<file path="src/rtl/encoder_4to2_seq.sv">
`default_nettype none
// ============================================================================
//  Module      : encoder_4to2_seq
//  Description : Sequential 4-to-2 priority encoder; one code beat per set bit.
//  Revision    : 1.0 - initial release
// ============================================================================
module encoder_4to2_seq #(
  parameter int IN_W      = 4,
  parameter int OUT_W     = 2,
  parameter int MSB_FIRST = 1
) (
  input  logic             clk,
  input  logic             rst_n,
  input  logic             in_valid,
  output logic             in_ready,
  input  logic [IN_W-1:0]  in_vec,
  output logic             out_valid,
  input  logic             out_ready,
  output logic [OUT_W-1:0] out_code,
  output logic             out_last,
  output logic             out_none,
  output logic [2:0]       out_count
);

  typedef enum logic [0:0] {
    ST_IDLE = 1'b0,
    ST_SCAN = 1'b1
  } state_t;

  localparam logic [IN_W-1:0] c_one = {{(IN_W-1){1'b0}}, 1'b1};

  state_t            r_state;
  state_t            w_state_nxt;
  logic [IN_W-1:0]   r_pending;
  logic [IN_W-1:0]   w_pending_nxt;
  logic [IN_W-1:0]   w_clear;
  logic [OUT_W-1:0]  w_code;
  logic              w_last;
  logic              r_none;
  logic              w_none_nxt;
  logic [2:0]        r_count;
  logic [2:0]        w_count_nxt;
  logic              w_accept;
  logic              w_beat;

  function automatic logic [2:0] popcount(input logic [IN_W-1:0] v);
    logic [2:0] s;
    s = 3'd0;
    for (int i = 0; i < IN_W; i++) s = s + {2'b00, v[i]};
    return s;
  endfunction

  // Later loop iterations override earlier ones, so scan order sets priority.
  generate
    if (MSB_FIRST != 0) begin : g_prio_msb
      always_comb begin
        w_code = '0;
        for (int i = 0; i < IN_W; i++)
          if (r_pending[i]) w_code = i[OUT_W-1:0];
      end
    end else begin : g_prio_lsb
      always_comb begin
        w_code = '0;
        for (int i = IN_W - 1; i >= 0; i--)
          if (r_pending[i]) w_code = i[OUT_W-1:0];
      end
    end
  endgenerate

  // At most one bit left (including none) means this is the final beat.
  assign w_last = ((r_pending & (r_pending - c_one)) == '0);

  always_comb begin
    w_clear         = '0;
    w_clear[w_code] = 1'b1;
  end

  assign w_accept = in_valid && (r_state == ST_IDLE);
  assign w_beat   = out_ready && (r_state == ST_SCAN);

  always_comb begin
    w_state_nxt   = r_state;
    w_pending_nxt = r_pending;
    w_none_nxt    = r_none;
    w_count_nxt   = r_count;
    case (r_state)
      ST_IDLE: begin
        if (w_accept) begin
          w_pending_nxt = in_vec;
          w_none_nxt    = (in_vec == '0);
          w_count_nxt   = popcount(in_vec);
          w_state_nxt   = ST_SCAN;
        end
      end
      ST_SCAN: begin
        if (w_beat) begin
          w_pending_nxt = r_pending & ~w_clear;
          if (w_last) w_state_nxt = ST_IDLE;
        end
      end
      default: w_state_nxt = ST_IDLE;
    endcase
  end

  always_ff @(posedge clk or negedge rst_n) begin
    if (!rst_n) begin
      r_state   <= ST_IDLE;
      r_pending <= '0;
      r_none    <= 1'b0;
      r_count   <= 3'd0;
    end else begin
      r_state   <= w_state_nxt;
      r_pending <= w_pending_nxt;
      r_none    <= w_none_nxt;
      r_count   <= w_count_nxt;
    end
  end

  assign in_ready  = (r_state == ST_IDLE);
  assign out_valid = (r_state == ST_SCAN);
  assign out_code  = out_valid ? w_code : '0;
  assign out_last  = out_valid && w_last;
  assign out_none  = r_none;
  assign out_count = r_count;

endmodule
`default_nettype wire

</file>
<file path="config.mk">
export PLATFORM = sky130hd
export DESIGN_NAME = encoder_4to2_seq
export DESIGN_NICKNAME = d
export VERILOG_FILES = /design/src/rtl/encoder_4to2_seq.sv
export SDC_FILE = /design/constraint.sdc
export NUM_CORES = 1
export LEC_CHECK = 0
export ABC_CLOCK_PERIOD_IN_PS = 1220
export CAP_MARGIN = 0
export CORE_AREA = 2 2 40 42
export CTS_BUF_LIST = sky130_fd_sc_hd__clkbuf_8
export CTS_CLUSTER_SIZE = 10
export DETAILED_ROUTE_END_ITERATION = 8
export DIE_AREA = 0 0 42 44
export PLACE_DENSITY = 0.75
export SLEW_MARGIN = 40
export SYNTH_ARGS = -nofsm -noshare
export SYNTH_HDL_FRONTEND = slang
export SYNTH_SLANG_ARGS = --single-unit
export TNS_END_PERCENT = 5
</file>
<file path="constraint.sdc">
create_clock -name clk -period 1.22 [get_ports clk]
set_clock_uncertainty 0.2 [all_clocks]
set_input_delay 0.183 -clock clk [delete_from_list [all_inputs] [get_ports clk]]
set_output_delay 0.183 -clock clk [all_outputs]
set_load 0.05 [all_outputs]
</file>
==> impl_metrics.ini, run 1 <==
[global_route]
grt.busiest_layer = met2
grt_use_met2_pct = 42.5
grtUsageTotal_pct = 21.3
antenna_found_initial = 0
grt_pass1_vias = 632
grt_pass1_wl_mm = 2.80
grt_max_degree = 10
overflow = 0
use_met1_pct = 20.2
met3_usage_pct = 2.92

[synthesis]
yosysUniqueCellTypes = 21
ys_ff_latch = 9
netlist_instances = 61
syn_area_sq_um = 553
synth_warnings = 0
syn_area_per_cell_sq_um = 9.07
yosysSeqAreaShare_pct = 40.7
syn-num-nets = 73

[cts]
clk_pin_slew_ns = 0.05
cts_sinks = 9
htreeDepth = 1
cts_buffers = 3
clk_path_buf_depth = 2
root_buffer = clkbuf_8
clock_latency_ns = 0.23
postCtsHoldBufs = 0
cts_tree = yes

[placement]
portBuffers = 16
placed_cell_area_sq_um = 960
place_congestion = 0.805
dp_slack_ns = -0.996
place.detailed.hpwl_mm = 1.16

[timing]
finalMaxSlewViolations = 0
fin_crit_sh_pct = 137
layout_setup_ws_ns = -0.452
fin_tns_setup_ns = -2.73
fmax_mhz = 598
finalSetupViolations = 13
tightest_slew_ns = 0.217
hold_viol = 0
rsz0062_at_grt = yes
slew_headroom_pct = 85.5
period_minus_slack_ns = 1.67

[worst_setup_path]
crit_path_top_delay_cell = dfrtp_2
crit_path_max_fanout = 4
critPathArrivalTime_ns = 1.29
crit_buf_inv = 1
path_cells = a211oi_2 > nor2_2 > nor2_4 > buf_12
slowest_delay_ns = 0.44
crit_required_ns = 0.84
cp_top_family = flip-flops
crit_path_end_kind = primary output
crit_type = reg2out
cp-start-kind = flip-flop

[routing]
routedWlPerCell_um = 15.4
ant_nets = 0
wl_mm = 1.80
drtPass1Iterations = 4
vias = 617
via_per_inst = 5.27
drt_iter0_markers = 4
drc = 0

[power_and_ir_drop]
cellLeakagePower_nw = 0.540
ir_worst_vdd_mv = 1.82
power_density_nw_per_um2 = 3070

[die]
start_util_pct = 39.0
core_area_sq_um = 1420
rows = 14
io_pins = 17
die_w_um = 42
dieHeight_um = 44
fp.dieArea_sq_um = 1850

[finish]
multi_input_area_sq_um = 374
n_antenna_cell = 0
drive_gt1_share_pct = 64.4
seqCellArea_sq_um = 229
nets = 114
syn_to_final_growth_pct = 104
final_util_pct = 79.5
n_fill_cell = 79
final_area_sq_um = 1130

[hold_path]
holdCritPathClass = in2async

[flow_run]
max_cap_violations = 0

[run_status]
status = finished with violations
violations = setup timing
-- worst reg2reg max path, stage by stage, from the launching register on --
cell and delay (ns):
dfrtp_2 0.44, a211oi_2 0.27, nor2_2 0.09, buf_4 0.14, buf_4 0.12, buf_6 0.10, o22a_1 0.16
-- registers in the layout, summed over array words and instances (netlist names) --
| signal | flops |
|---|---|
| out_count | 3 |
| out_none | 1 |
| out_valid | 1 |
| r_pending | 4 |
-- timing repair --
item	in CTS	in global routing
hold endpoints to repair	0	0
pin swaps	7	6
resized for setup	32	10
endpoints found under the setup margin	11	14
cloned	0	0
setup buffers	2	2
-- metrics by stage --
stage                     hold slack (ns)  cells  power, W
after floorplan                    -0.313     61   0.00162
after global placement              0.281    109   0.00262
after detailed placement            0.282    109   0.00268
after global routing               0.0416    117   0.00360
final                              0.0406    117   0.00346
after CTS                          0.0153    115   0.00328
-- cell families (layout without fill, tap and decap cells) --
kind of cell,after synthesis,after routing,share of synthesized area (%)
fa+ha+maj,4,4,10.4
buf+inv,9,49,8.82
mux,2,2,3.62
simple gates,28,28,22.9
compound gates,9,9,13.6
flops,9,9,40.7
-- synthesized netlist by cell type --
cell | n | area (sq um)
nor3_1 | 1 | 5.00
o22ai_1 | 1 | 6.26
ha_1 | 3 | 37.5
a211oi_1 | 2 | 15.0
o211ai_1 | 2 | 15.0
mux2i_1 | 2 | 20.0
and2b_1 | 1 | 7.51
nand2_1 | 14 | 52.6
inv_1 | 7 | 26.3
nor2b_1 | 1 | 6.26
o211ai_2 | 1 | 12.5
dfrtp_1 | 9 | 225
o21ai_0 | 1 | 5.00
nand2_2 | 2 | 12.5
buf_6 | 2 | 22.5
o22a_1 | 1 | 8.76
nor2_1 | 7 | 26.3
fa_1 | 1 | 20.0
or2b_4 | 1 | 11.3
nand3_1 | 1 | 5.00
o22ai_2 | 1 | 12.5
-- worst paths after layout --
kind                               from      endpoint  slack (ns)  depth (start not counted)
min reg2reg                out_count[2]  out_count[2]        0.34                          2
max                        r_pending[2]      out_last       -0.45                          4
min in group clk              in_vec[0]  r_pending[0]        0.04                          3
min                               rst_n  out_count[0]        0.04                          2
max reg2reg                r_pending[2]     out_valid       -0.42                          6
max in group asynchronous         rst_n     out_valid        0.62                          2
-- area by class of cell --
type	count	area share [%]
Sequential cell	9	20.3
Timing Repair Buffer	38	38.4
Tap cell	16	1.78
Clock buffer	3	3.66
Clock inverter	1	0.333
Inverter	7	2.33
Multi-Input combinational cell	43	33.2
-- power by group --
group / switching [W] / leakage, nW / internal (W)
combinational: 0.00121 / 0.402 / 0.00128
clock: 0.000129 / 0.0269 / 0.000220
sequential: 0.000190 / 0.111 / 0.000433
total: 0.00153 / 0.540 / 0.00193
-- layout by cell type, fill, tap and decap left out --
| master | count |
|---|---|
| nand3_1 | 1 |
| inv_2 | 5 |
| inv_1 | 3 |
| buf_2 | 2 |
| ha_1 | 1 |
| or2b_4 | 1 |
| o22a_1 | 1 |
| o22ai_1 | 1 |
| clkdlybuf4s50_1 | 4 |
| o211ai_1 | 2 |
| dfrtp_2 | 3 |
| o211ai_2 | 1 |
| buf_4 | 15 |
| nor3_4 | 1 |
| nor2_4 | 4 |
| clkdlybuf4s15_2 | 1 |
| o21ai_1 | 1 |
| o22ai_2 | 1 |
| mux2i_1 | 2 |
| nor2_1 | 1 |
| nor2b_4 | 1 |
| a211oi_2 | 2 |
| and2b_2 | 1 |
| nand2_1 | 12 |
| buf_12 | 9 |
| nor2_2 | 2 |
| buf_6 | 7 |
| dfrtp_1 | 6 |
| ha_4 | 2 |
| nand2_2 | 4 |
| fa_1 | 1 |
| clkbuf_8 | 3 |
-- metal layers --
layer,share of wire (%),wire length (um)
met2,59,1060
met5,0,0
met1,36,654
met4,2.2,40
met3,2.9,52
No activity file was read; power rests on OpenSTA's default activity.
==> run 2, diff against run 1 <==
--- a/config.mk
+++ b/config.mk
@@ -6,7 +6,6 @@
 export NUM_CORES = 1
 export LEC_CHECK = 0
 export ABC_CLOCK_PERIOD_IN_PS = 1220
-export CAP_MARGIN = 0
 export CORE_AREA = 2 2 40 42
 export CTS_BUF_LIST = sky130_fd_sc_hd__clkbuf_8
 export CTS_CLUSTER_SIZE = 10
==> results of run 2 <==
The final DEF is identical to that of run 1; final timing and power are the same.
==> run 3, diff against run 2 <==
--- a/config.mk
+++ b/config.mk
@@ -11,7 +11,8 @@
 export CTS_CLUSTER_SIZE = 10
 export DETAILED_ROUTE_END_ITERATION = 8
 export DIE_AREA = 0 0 42 44
-export PLACE_DENSITY = 0.75
+export GPL_TIMING_DRIVEN = 0
+export PLACE_DENSITY = 0.72
 export SLEW_MARGIN = 40
 export SYNTH_ARGS = -nofsm -noshare
 export SYNTH_HDL_FRONTEND = slang
==> run 3 against run 2 <==
Compared with the run above: the run still ends with setup timing left; register-to-register slack gained 0.28 ns; cell count shrank 13%; flip-flop and latch count is the same; combinational power shrank 30%; largest cell class is now multi-input gates.
==> impl_metrics.ini, run 3 (synthesis gave the netlist of run 1 again) <==
[cts]
root_buffer = clkbuf_8
clock_latency_ns = 0.23
cts_tree = yes
cts_buffers = 3
cts_sinks = 9
clk_path_buf_depth = 2
clk_pin_slew_ns = 0.04
htreeDepth = 1

[finish]
drive_gt1_share_pct = 52.3
largest_register = r_pending
most-common-layout-cells = nand2_1, buf_4, dfrtp_1
largest_reg_flops = 4
n_antenna_cell = 0
final_util_pct = 62.3
nets = 99
stdcell_count = 102
syn_to_final_growth_pct = 60.0
n_fill_cell = 123
final_common_cell = nand2_1

[power_and_ir_drop]
power_density_nw_per_um2 = 2950
cellLeakagePower_nw = 0.422
ir_worst_vdd_mv = 1.72

[routing]
vias = 521
wl_mm = 1.40
drc = 0
routedWlPerCell_um = 13.8
via_per_inst = 5.11
drt_iter0_markers = 11
drtPass1Iterations = 4
ant_nets = 0

[timing]
rsz0062_at_grt = yes
fmax_mhz = 616
whs_ns = 0.0549
period_minus_slack_ns = 1.62
layout_setup_ws_ns = -0.403
tightest_slew_ns = 0.447
slew_headroom_pct = 70.1
fin_tns_setup_ns = -2.45
finalSetupViolations = 13
finalMaxSlewViolations = 0
fin_crit_sh_pct = 133
hold_viol = 0

[hold_path]
holdPathEnd = out_none
hold_start = in_vec[3]
hold_depth = 4
holdCritPathClass = in2reg

[run_status]
violations = setup timing
status = finished with violations

[worst_setup_path]
r2r-start = r_pending[3]
crit_type = reg2out
critPathArrivalTime_ns = 1.24
crit_path_end_kind = primary output
worst_r2r_endpoint = out_valid
cp-start-kind = flip-flop
rrSetupSlack_ns = -0.14
crit_path_max_fanout = 5
ff2ff_path_depth = 5
crit_required_ns = 0.84

[placement]
dp_slack_ns = -0.983
dp_cells = 93
portBuffers = 16
place.detailed.hpwl_um = 857
place_congestion = 0.752

[die]
io_pins = 17
core_area_sq_um = 1420
dieHeight_um = 44
start_util_pct = 39.0
rows = 14
die_w_um = 42
fp.dieArea_sq_um = 1850

[global_route]
grt_pass1_vias = 559
grt_max_degree = 11
grtUsageTotal_pct = 16.9
overflow = 0
antenna_found_initial = 0
grt_pass1_wl_mm = 2.28

[flow_run]
max_cap_violations = 0
## run 3: cell count changes in the layout (fill, tap and decap cells not counted), sizes merged
cell / delta
buf: -17
inv: -1
clkinvlp: +1
clkbuf: +1
dlygate4sd2: +1
clkdlybuf4s50: -1
dlygate4sd3: +1
## run 3: final cells by class
cell class	instances	area, sq um	share of cell area [%]
clock inverters	1	3.75	0.424
plain buffers	2	22.5	2.55
inverters	7	30.0	3.39
repair buffers	21	183	20.7
multi-input cells	43	357	40.3
flip-flops and latches	9	228	25.7
well taps	16	20.0	2.26
clock buffers	3	41.3	4.67
## run 3: worst max-delay path: stages, from the launching register on
cell and delay (ns):
dfrtp_1 0.36, buf_6 0.13, a211oi_2 0.19, nor2_2 0.09
nor2_4 0.09, buf_8 0.15
## run 3: stage by stage
stage / area [sq um] / power (W)
2_1_floorplan: 577 / 0.00162
3_3_place_gp: 757 / 0.00202
3_5_place_dp: 757 / 0.00204
4_1_cts: 872 / 0.00256
5_1_grt: 885 / 0.00275
6_report: 885 / 0.00261
## run 3: power breakdown
part	switching, W	total [W]	internal (W)
sequential	0.000120	0.000551	0.000431
clock	0.000112	0.000331	0.000219
combinational	0.00107	0.00173	0.000657
## run 3: what timing repair did
action / 4_1_cts / 5_1_grt
hold buffers: 1 / 0
gates resized for setup: 73 / 13
endpoints found under the hold margin: 1 / 0
endpoints found under the setup margin: 16 / 15
setup buffers: 4 / 0
pin swaps: 9 / 5
## run 3: metal layers
metal	GRT usage (%)	vias up	wire length (um)
met1	17.6	245	587
met4	11.0	0	42
li1	-	250	-
met3	3.75	6	69
met2	30.6	20	704
met5	0	-	0
## run 3: worst max path at each step
stage	from	endpoint	slack (ns)	cells past startpoint
3_3_place_gp	in_vec[0]	out_count[1]	-0.95	8
5_1_grt	r_pending[3]	out_last	-0.48	5
2_1_floorplan	out_valid	out_code[0]	-0.49	3
4_1_cts	r_pending[3]	out_last	-0.44	5
6_report	r_pending[3]	out_last	-0.40	5
3_5_place_dp	in_vec[0]	out_count[1]	-0.98	8
